<file path="src/rtl/vdp_bus_master.sv">
// VDP host-port bus initiator: turns one-cycle req/ack transactions into
// setup / strobe / hold / recovery timed accesses on mode, csw_n, csr_n and cd.
//
// state   | meaning
// IDLE    | waiting for req; mode keeps its last value, cd released
// SETUP   | mode/cd stable before the strobe falls
// STROBE  | csw_n or csr_n held low
// HOLD    | strobe high, mode/cd still held
// RECOVER | both strobes high, cd released, before ack
module vdp_bus_master #(
    parameter int SETUP_CYC    = 2,
    parameter int STROBE_CYC   = 8,
    parameter int HOLD_CYC     = 2,
    parameter int RECOVERY_CYC = 8
) (
    input  logic       clk,
    input  logic       reset_n,
    input  logic       req,
    input  logic       wr,
    input  logic [1:0] port,
    input  logic [7:0] wdata,
    output logic       ack,
    output logic [7:0] rdata,
    output logic       busy,
    output logic [1:0] mode,
    output logic       csw_n,
    output logic       csr_n,
    output logic [7:0] cd_o,
    output logic       cd_oe,
    input  logic [7:0] cd_i
);

    localparam int MAX_AB  = (SETUP_CYC > STROBE_CYC) ? SETUP_CYC : STROBE_CYC;
    localparam int MAX_CD  = (HOLD_CYC > RECOVERY_CYC) ? HOLD_CYC : RECOVERY_CYC;
    localparam int MAX_CYC = (MAX_AB > MAX_CD) ? MAX_AB : MAX_CD;
    localparam int CW      = (MAX_CYC > 1) ? $clog2(MAX_CYC + 1) : 1;

    localparam logic [CW-1:0] SETUP_LD  = CW'(SETUP_CYC - 1);
    localparam logic [CW-1:0] STROBE_LD = CW'(STROBE_CYC - 1);
    localparam logic [CW-1:0] HOLD_LD   = CW'(HOLD_CYC - 1);
    // The ack cycle itself is the last recovery cycle, so RECOVER proper is one shorter.
    localparam logic [CW-1:0] RECOV_LD  = CW'((RECOVERY_CYC > 1) ? RECOVERY_CYC - 2 : 0);

    typedef enum logic [2:0] {
        IDLE    = 3'd0,
        SETUP   = 3'd1,
        STROBE  = 3'd2,
        HOLD    = 3'd3,
        RECOVER = 3'd4
    } state_t;

    state_t          state_q, state_d;
    logic [CW-1:0]   cnt_q, cnt_d;
    logic            wr_q, wr_d;
    logic            ack_q, ack_d;
    logic [7:0]      rdata_q, rdata_d;
    logic            busy_q, busy_d;
    logic [1:0]      mode_q, mode_d;
    logic            csw_n_q, csw_n_d;
    logic            csr_n_q, csr_n_d;
    logic [7:0]      cd_o_q, cd_o_d;
    logic            cd_oe_q, cd_oe_d;

    always_comb begin
        state_d = state_q;
        cnt_d   = cnt_q;
        wr_d    = wr_q;
        ack_d   = 1'b0;
        rdata_d = rdata_q;
        busy_d  = busy_q;
        mode_d  = mode_q;
        csw_n_d = csw_n_q;
        csr_n_d = csr_n_q;
        cd_o_d  = cd_o_q;
        cd_oe_d = cd_oe_q;

        case (state_q)
            IDLE: begin
                if (req) begin
                    wr_d    = wr;
                    mode_d  = port;
                    cd_o_d  = wdata;
                    cd_oe_d = wr;
                    busy_d  = 1'b1;
                    cnt_d   = SETUP_LD;
                    state_d = SETUP;
                end
            end
            SETUP: begin
                if (cnt_q == '0) begin
                    csw_n_d = ~wr_q;
                    csr_n_d = wr_q;
                    cnt_d   = STROBE_LD;
                    state_d = STROBE;
                end else begin
                    cnt_d = cnt_q - 1'b1;
                end
            end
            STROBE: begin
                if (cnt_q == '0) begin
                    if (!wr_q) begin
                        rdata_d = cd_i;
                    end
                    csw_n_d = 1'b1;
                    csr_n_d = 1'b1;
                    cnt_d   = HOLD_LD;
                    state_d = HOLD;
                end else begin
                    cnt_d = cnt_q - 1'b1;
                end
            end
            HOLD: begin
                if (cnt_q == '0) begin
                    cd_oe_d = 1'b0;
                    if (RECOVERY_CYC == 1) begin
                        ack_d   = 1'b1;
                        busy_d  = 1'b0;
                        state_d = IDLE;
                    end else begin
                        cnt_d   = RECOV_LD;
                        state_d = RECOVER;
                    end
                end else begin
                    cnt_d = cnt_q - 1'b1;
                end
            end
            RECOVER: begin
                if (cnt_q == '0) begin
                    ack_d   = 1'b1;
                    busy_d  = 1'b0;
                    state_d = IDLE;
                end else begin
                    cnt_d = cnt_q - 1'b1;
                end
            end
            default: begin
                csw_n_d = 1'b1;
                csr_n_d = 1'b1;
                cd_oe_d = 1'b0;
                busy_d  = 1'b0;
                cnt_d   = '0;
                state_d = IDLE;
            end
        endcase
    end

    always_ff @(posedge clk or negedge reset_n) begin
        if (!reset_n) begin
            state_q <= IDLE;
            cnt_q   <= '0;
            wr_q    <= 1'b0;
            ack_q   <= 1'b0;
            rdata_q <= 8'h00;
            busy_q  <= 1'b0;
            mode_q  <= 2'd0;
            csw_n_q <= 1'b1;
            csr_n_q <= 1'b1;
            cd_o_q  <= 8'h00;
            cd_oe_q <= 1'b0;
        end else begin
            state_q <= state_d;
            cnt_q   <= cnt_d;
            wr_q    <= wr_d;
            ack_q   <= ack_d;
            rdata_q <= rdata_d;
            busy_q  <= busy_d;
            mode_q  <= mode_d;
            csw_n_q <= csw_n_d;
            csr_n_q <= csr_n_d;
            cd_o_q  <= cd_o_d;
            cd_oe_q <= cd_oe_d;
        end
    end

    assign ack   = ack_q;
    assign rdata = rdata_q;
    assign busy  = busy_q;
    assign mode  = mode_q;
    assign csw_n = csw_n_q;
    assign csr_n = csr_n_q;
    assign cd_o  = cd_o_q;
    assign cd_oe = cd_oe_q;

endmodule

</file>
<file path="config.mk">
export PLATFORM = sky130hd
export DESIGN_NAME = vdp_bus_master
export DESIGN_NICKNAME = d
export VERILOG_FILES = /design/src/rtl/vdp_bus_master.sv
export SDC_FILE = /design/constraint.sdc
export NUM_CORES = 1
export LEC_CHECK = 0
export CORE_MARGIN = 5
export CORE_UTILIZATION = 46
export CTS_CLUSTER_DIAMETER = 150
export DETAILED_ROUTE_END_ITERATION = 10
export GPL_TIMING_DRIVEN = 0
export PLACE_DENSITY_LB_ADDON = 0.08
export SETUP_SLACK_MARGIN = 0.5
export SLEW_MARGIN = 10
export SYNTH_ARGS = -nofsm -noshare
export SYNTH_HDL_FRONTEND = slang
export SYNTH_SLANG_ARGS = --single-unit
export TNS_END_PERCENT = 20
</file>
<file path="constraint.sdc">
create_clock -name clk -period 2.2 [get_ports clk]
set_clock_uncertainty 0.2 [all_clocks]
set_input_delay 0.44 -clock clk [delete_from_list [all_inputs] [get_ports clk]]
set_output_delay 0.44 -clock clk [all_outputs]
set_load 0.005 [all_outputs]
</file>
==> impl_metrics.toml, run 1 <==
[synthesis]
synthXorXnorAreaFrac_pct = 1.78
synth-adder-area-share_pct = 0.849
ys_warn_count = 0
yosys.area_share.simple_pct = 13.8
synth-seq-cells = 31
synthMuxAreaShare_pct = 13.8
yosys.cell_types.count = 41
synth_edf_count = 0
synth_top_family_by_area = "simple AND/OR/NAND/NOR gates"
synth_compound_area_share_pct = 13.0
synth_area_sq_um = 1470
async_reset_ff_share_pct = 100
synth_nets = 145
yosys_most_used_dff = "dfrtp_1"
synth_area_per_cell_sq_um = 12.1
netlist_instances = 122
seq_area_frac_synth_pct = 52.8

[routing]
ant_nets = 0
drtIter0Drc = 57
routedWlPerCell_um = 15.3
wl_mm = 3.47
drt-pass1-iter-count = 4
vias_per_cell = 5.36
vias = 1216
drc = 0

[clock_network]
root_buffer = "clkbuf_4"
clk_path_buf_depth = 2
cts_max_level = 2
cts-buffers-inserted = 5
clkTransAtPathRegs_ns = 0.10
worstSkewPairLatency_ns = 0.32
cts.sinks = 31
cts_tree = "done"

[timing]
finalHoldViolations = 0
worstMarginPinSlew_ns = 0.659
setup_viol = 0
slew_violations = 0
timing.fmax_mhz = 535
hold_ws_ns = 0.313
period_share_pct = 84.9
slew_headroom_pct = 56.1
min_period_ns = 1.87
rsz0062_at_grt = "yes"

[power]
p_total_mw = 2.97
p_leak_nw = 0.920
power.density_nw_per_um2 = 1370
ir_worst_vdd_mv = 0.747

[global_routing]
grt_pass1_vias = 1339
grt_overflow = 0
antenna_found_initial = 0
grt_max_degree = 32
track_usage_pct = 17.7
grt_pass1_wl_mm = 6.00

[worst_setup_path]
worst-path-max-fanout = 6
path_class = "reg2reg"
arrival_ns = 1.92
cp.required_ns = 2.25
crit_path_start_kind = "flip-flop"
end_kind = "flip-flop"

[worst_hold_path]
hold_path.class = "reg2reg"

[floorplanning]
die_w_um = 66.6
start_util_pct = 48.3
core_sq_um = 3050
io_pins = 45
dieArea_sq_um = 4440
die_y_um = 66.6
row_count = 20

[placement]
place_inst = 210
hpwl_mm = 2.46
gp_congestion = 0.819
placed_area_sq_um = 1990
io_buffers = 44

[layout]
fin_cells = 227
finish.instance_area_sq_um = 2170
syn2layout_area_growth_pct = 46.9
drive_gt1_share_pct = 31.1
num-nets-final = 205
diodes = 0
utilization_pct = 70.9

[run_status]
status = "finished clean"

[job]
maxCapViolCount = 0
==> report_power, final <==
group | switching (mW) | total [mW] | internal (mW)
Combinational | 0.612 | 1.55 | 0.938
Sequential | 0.186 | 1.03 | 0.849
Clock | 0.196 | 0.384 | 0.188
==> cell type report <==
cell class	instances	area (sq um)
inverter	6	22.5
buffer	7	50.0
multi-input combinational	78	682
clock buffer	8	68.8
fill	253	887
timing repair buffer	53	509
sequential	31	778
tap	44	55.1
==> per-stage QoR <==
stage / worst slack (ns) / setup TNS [ns]
after global placement: -0.253 / -3.05
after CTS: 0.330 / 0
after floorplan: 0.404 / 0
after detailed placement: -0.266 / -1.92
final: 0.332 / 0
after global routing: 0.278 / 0
==> layout by cell type (no fill, tap or decap), types with 3 or more instances in the layout <==
master,Yosys,layout
clkdlybuf4s50_1,0,34
buf_4,0,7
clkbuf_1,3,4
mux2_2,18,18
a211oi_1,3,3
xnor2_1,3,3
nor3_1,7,7
inv_1,6,4
a21oi_1,4,4
buf_6,1,4
o21ai_0,4,4
buf_2,3,4
dlymetal6s2s_1,0,5
dfrtp_1,29,29
clkbuf_4,0,5
nor2_1,3,3
==> registers in the layout, indices dropped and copies added, names as in the netlist <==
signal	flops
ack	1
busy	1
cd_o	8
cd_oe	1
cnt_q	4
csr_n	1
csw_n	1
mode	2
rdata	8
state_q	3
wr_q	1
==> worst paths after layout <==
path,to,depth (start not counted),slack (ns),startpoint
max,cnt_q[0],6,0.33,cnt_q[0]
max reg2reg,cnt_q[0],6,0.33,cnt_q[0]
min,mode[1],1,0.31,mode[1]
min reg2reg,mode[1],1,0.31,mode[1]
max in group asynchronous,rdata[5],2,0.90,reset_n
min in group asynchronous,ack,2,0.47,reset_n
==> per-layer routing <==
| metal | GRT usage (%) | routed length [um] | vias up |
|---|---|---|---|
| li1 | - | - | 567 |
| met4 | 5.33 | 34 | 0 |
| met2 | 29.1 | 1720 | 52 |
| met1 | 20.5 | 1440 | 593 |
| met5 | 0 | 0 | - |
| met3 | 8.26 | 275 | 4 |
==> cell usage after synthesis, types with 2 or more instances <==
cell type,n,area [sq um]
nor2_1,3,11.3
o21ai_0,4,20.0
o21a_1,2,15.0
nor3_1,7,35.0
inv_1,6,22.5
nor3b_1,2,15.0
clkbuf_1,3,11.3
a21oi_1,4,20.0
o2bb2ai_1,2,17.5
a211oi_1,3,22.5
and4bb_2,2,25.0
nand2_1,3,11.3
mux2_2,18,203
o32ai_1,2,17.5
nor2b_1,2,12.5
buf_2,3,15.0
dfrtp_1,29,726
xnor2_1,3,26.3
dfstp_2,2,52.6
==> logic make-up (layout without fill, tap and decap cells) <==
| group | Yosys count | after routing |
|---|---|---|
| compound gates | 26 | 26 |
| xor+xnor | 3 | 3 |
| fa+ha+maj | 1 | 1 |
| buf+inv | 13 | 74 |
| flops | 31 | 31 |
| mux | 18 | 18 |
| simple gates | 30 | 30 |
==> worst max-delay path, stage by stage (launching register included) <==
cell	delay [ns]
dfrtp_1	0.41
inv_2	0.08
ha_4	0.15
or3b_4	0.38
buf_6	0.14
a211o_1	0.26
a211oi_2	0.17
==> what timing repair did <==
item / CTS / global route
gates cloned: 0 / 0
endpoints found under the setup margin: 51 / 42
hold buffers: 1 / 0
gates resized for setup: 16 / 10
buffers inserted: 8 / 0
pin swaps: 3 / 3
endpoints found under the hold margin: 29 / 0
Power figures use the tool's default switching activity.
==> run 2, diff against run 1 <==
--- a/config.mk
+++ b/config.mk
@@ -6,7 +6,7 @@
 export NUM_CORES = 1
 export LEC_CHECK = 0
 export CORE_MARGIN = 5
-export CORE_UTILIZATION = 46
+export CORE_UTILIZATION = 41
 export CTS_CLUSTER_DIAMETER = 150
 export DETAILED_ROUTE_END_ITERATION = 10
 export GPL_TIMING_DRIVEN = 0
==> constraint.sdc (replaced) <==
create_clock -name clk -period 1.65 [get_ports clk]
set_clock_uncertainty 0.2 [all_clocks]
set_input_delay 0.33 -clock clk [delete_from_list [all_inputs] [get_ports clk]]
set_output_delay 0.33 -clock clk [all_outputs]
set_load 0.005 [all_outputs]
==> run 2 against run 1 <==
Final cell count grew 1.3%. Largest power group unchanged. First-iteration DRC count is the same. Combinational power grew 35%. Highest routed layer unchanged. The run now ends with negative hold slack, negative setup slack left. Die area grew 10%.
==> impl_metrics.toml, run 2 (synthesized netlist as in run 1, its figures left out) <==
[routing]
ant_nets = 0
routedWlPerCell_um = 15.5
drc = 0
drt-pass1-iter-count = 4
drtIter0Drc = 57
vias = 1184
vias_per_cell = 5.15
wl_mm = 3.57

[worst_setup_path]
worst-path-max-fanout = 5
path_class = "reg2reg"
reg2reg_setup_slack_ns = -0.22
reg2reg_depth = 6
r2r_start = "cnt_q[0]"
arrival_ns = 1.91
setup.worst_path.end = "cnt_q[0]"
worstSetupStartpoint = "cnt_q[0]"
reg2reg_to = "cnt_q[0]"
crit_path_start_kind = "flip-flop"
cp.required_ns = 1.69
end_kind = "flip-flop"

[layout]
layout_common_cells = "dfrtp_1 (27), buf_2 (24), clkdlybuf4s50_1 (19), mux2_4 (14), buf_4 (8)"
drive_gt1_share_pct = 47.8
syn2layout_area_growth_pct = 46.1
num-nets-final = 206
final_common_cell = "dfrtp_1"
nFillCells = 295
utilization_pct = 63.0
diodes = 0

[clock_network]
cts_tree = "done"
cts.sinks = 31
clk_path_buf_depth = 2
cts_max_level = 2
cts-buffers-inserted = 5
root_buffer = "clkbuf_4"
clkTransAtPathRegs_ns = 0.10
worstSkewPairLatency_ns = 0.32

[floorplanning]
die_w_um = 70.0
core_sq_um = 3420
row_count = 21
start_util_pct = 43.2
die_y_um = 70.0
dieArea_sq_um = 4890
io_pins = 45

[job]
maxCapViolCount = 0

[global_routing]
met1_usage_pct = 17.9
grt_overflow = 0
grtUsageMet2_pct = 25.0
antenna_found_initial = 0
grt_pass1_vias = 1245
grt_busiest_layer = "met2"
use_met3_pct = 7.03
track_usage_pct = 15.5
grt_pass1_wl_mm = 5.95
grt_max_degree = 32

[power]
power.density_nw_per_um2 = 1850
ir_worst_vdd_mv = 0.937
p_leak_nw = 0.967
p_total_mw = 3.99

[timing]
period_share_pct = 113
setup_viol = 14
hold_ws_ns = -0.160
rsz0062_at_grt = "yes"
setup_ws_ns = -0.221
timing.fmax_mhz = 534
finalHoldViolations = 29
worstMarginPinSlew_ns = 0.702
slew_headroom_pct = 53.2
min_period_ns = 1.87
slew_violations = 0

[worst_hold_path]
hold_path.class = "in2async"

[placement]
io_buffers = 44
gp_congestion = 0.843
hpwl_mm = 2.42

[run_status]
status = "finished with violations"
violations = "negative hold slack, negative setup slack"
-- run 2: cell count changes in the layout (fill, tap and decap cells not counted), moves of 2 or more --
cell / delta
clkbuf_1: -3
mux2_4: +14
clkdlybuf4s50_1: -15
dfrtp_2: +2
mux2_2: -14
dfrtp_1: -2
buf_2: +20
dlymetal6s2s_1: -5
clkbuf_2: +2
clkdlybuf4s15_2: +2
-- run 2: power by group --
group	leakage, nW	switching [mW]	internal, mW
combinational	0.562	0.870	1.23
clock	0.0386	0.252	0.251
sequential	0.366	0.251	1.14
-- run 2: worst min-delay path by stage --
stage	startpoint	cells past startpoint	end
detailed placement	reset_n	1	cnt_q[0]
finish	reset_n	1	cd_oe
CTS	reset_n	1	cnt_q[0]
floorplan	reset_n	0	ack
global route	reset_n	1	wr_q
global placement	rdata[7]	1	rdata[7]
-- run 2: layer usage --
metal | vias to the layer above | wire length (um)
met2 | 30 | 1680
met3 | 8 | 261
met4 | 0 | 70
li1 | 570 | -
met1 | 576 | 1560
met5 | - | 0
-- run 2: repair_timing --
| item | 4_1_cts | 5_1_grt |
|---|---|---|
| pin swaps | 4 | 4 |
| endpoints found under the setup margin | 54 | 54 |
| gates resized for setup | 101 | 22 |
| buffers inserted | 10 | 0 |
| hold endpoints to repair | 29 | 29 |
-- run 2: worst max-delay path, cell delays in order, from the launching register on --
cell	delay, ns
dfrtp_1	0.40
inv_2	0.08
ha_4	0.14
or3b_4	0.37
buf_6	0.13
a211o_1	0.26
a211oi_2	0.20
-- run 2: area by class of cell --
cell class	instances	area [sq um]	share of cell area, %
buffer	7	53.8	2.50
tap	46	57.6	2.67
clock buffer	8	68.8	3.20
sequential	31	781	36.3
timing repair buffer	54	414	19.2
inverter	6	22.5	1.05
multi-input combinational	78	756	35.1
-- run 2: through the flow --
step                hold WS [ns]  setup WS, ns  TNS [ns]  instances  area (sq um)
global route              -0.130        -0.252     -2.84        230          2150
finish                    -0.160        -0.221     -1.80        230          2150
CTS                       -0.158        -0.208     -2.25        230          2080
floorplan                 -0.166        -0.146    -0.910        122          1520
global placement           0.287        -0.697    -24.34        212          2010
detailed placement         0.214        -0.722     -9.94        212          2010
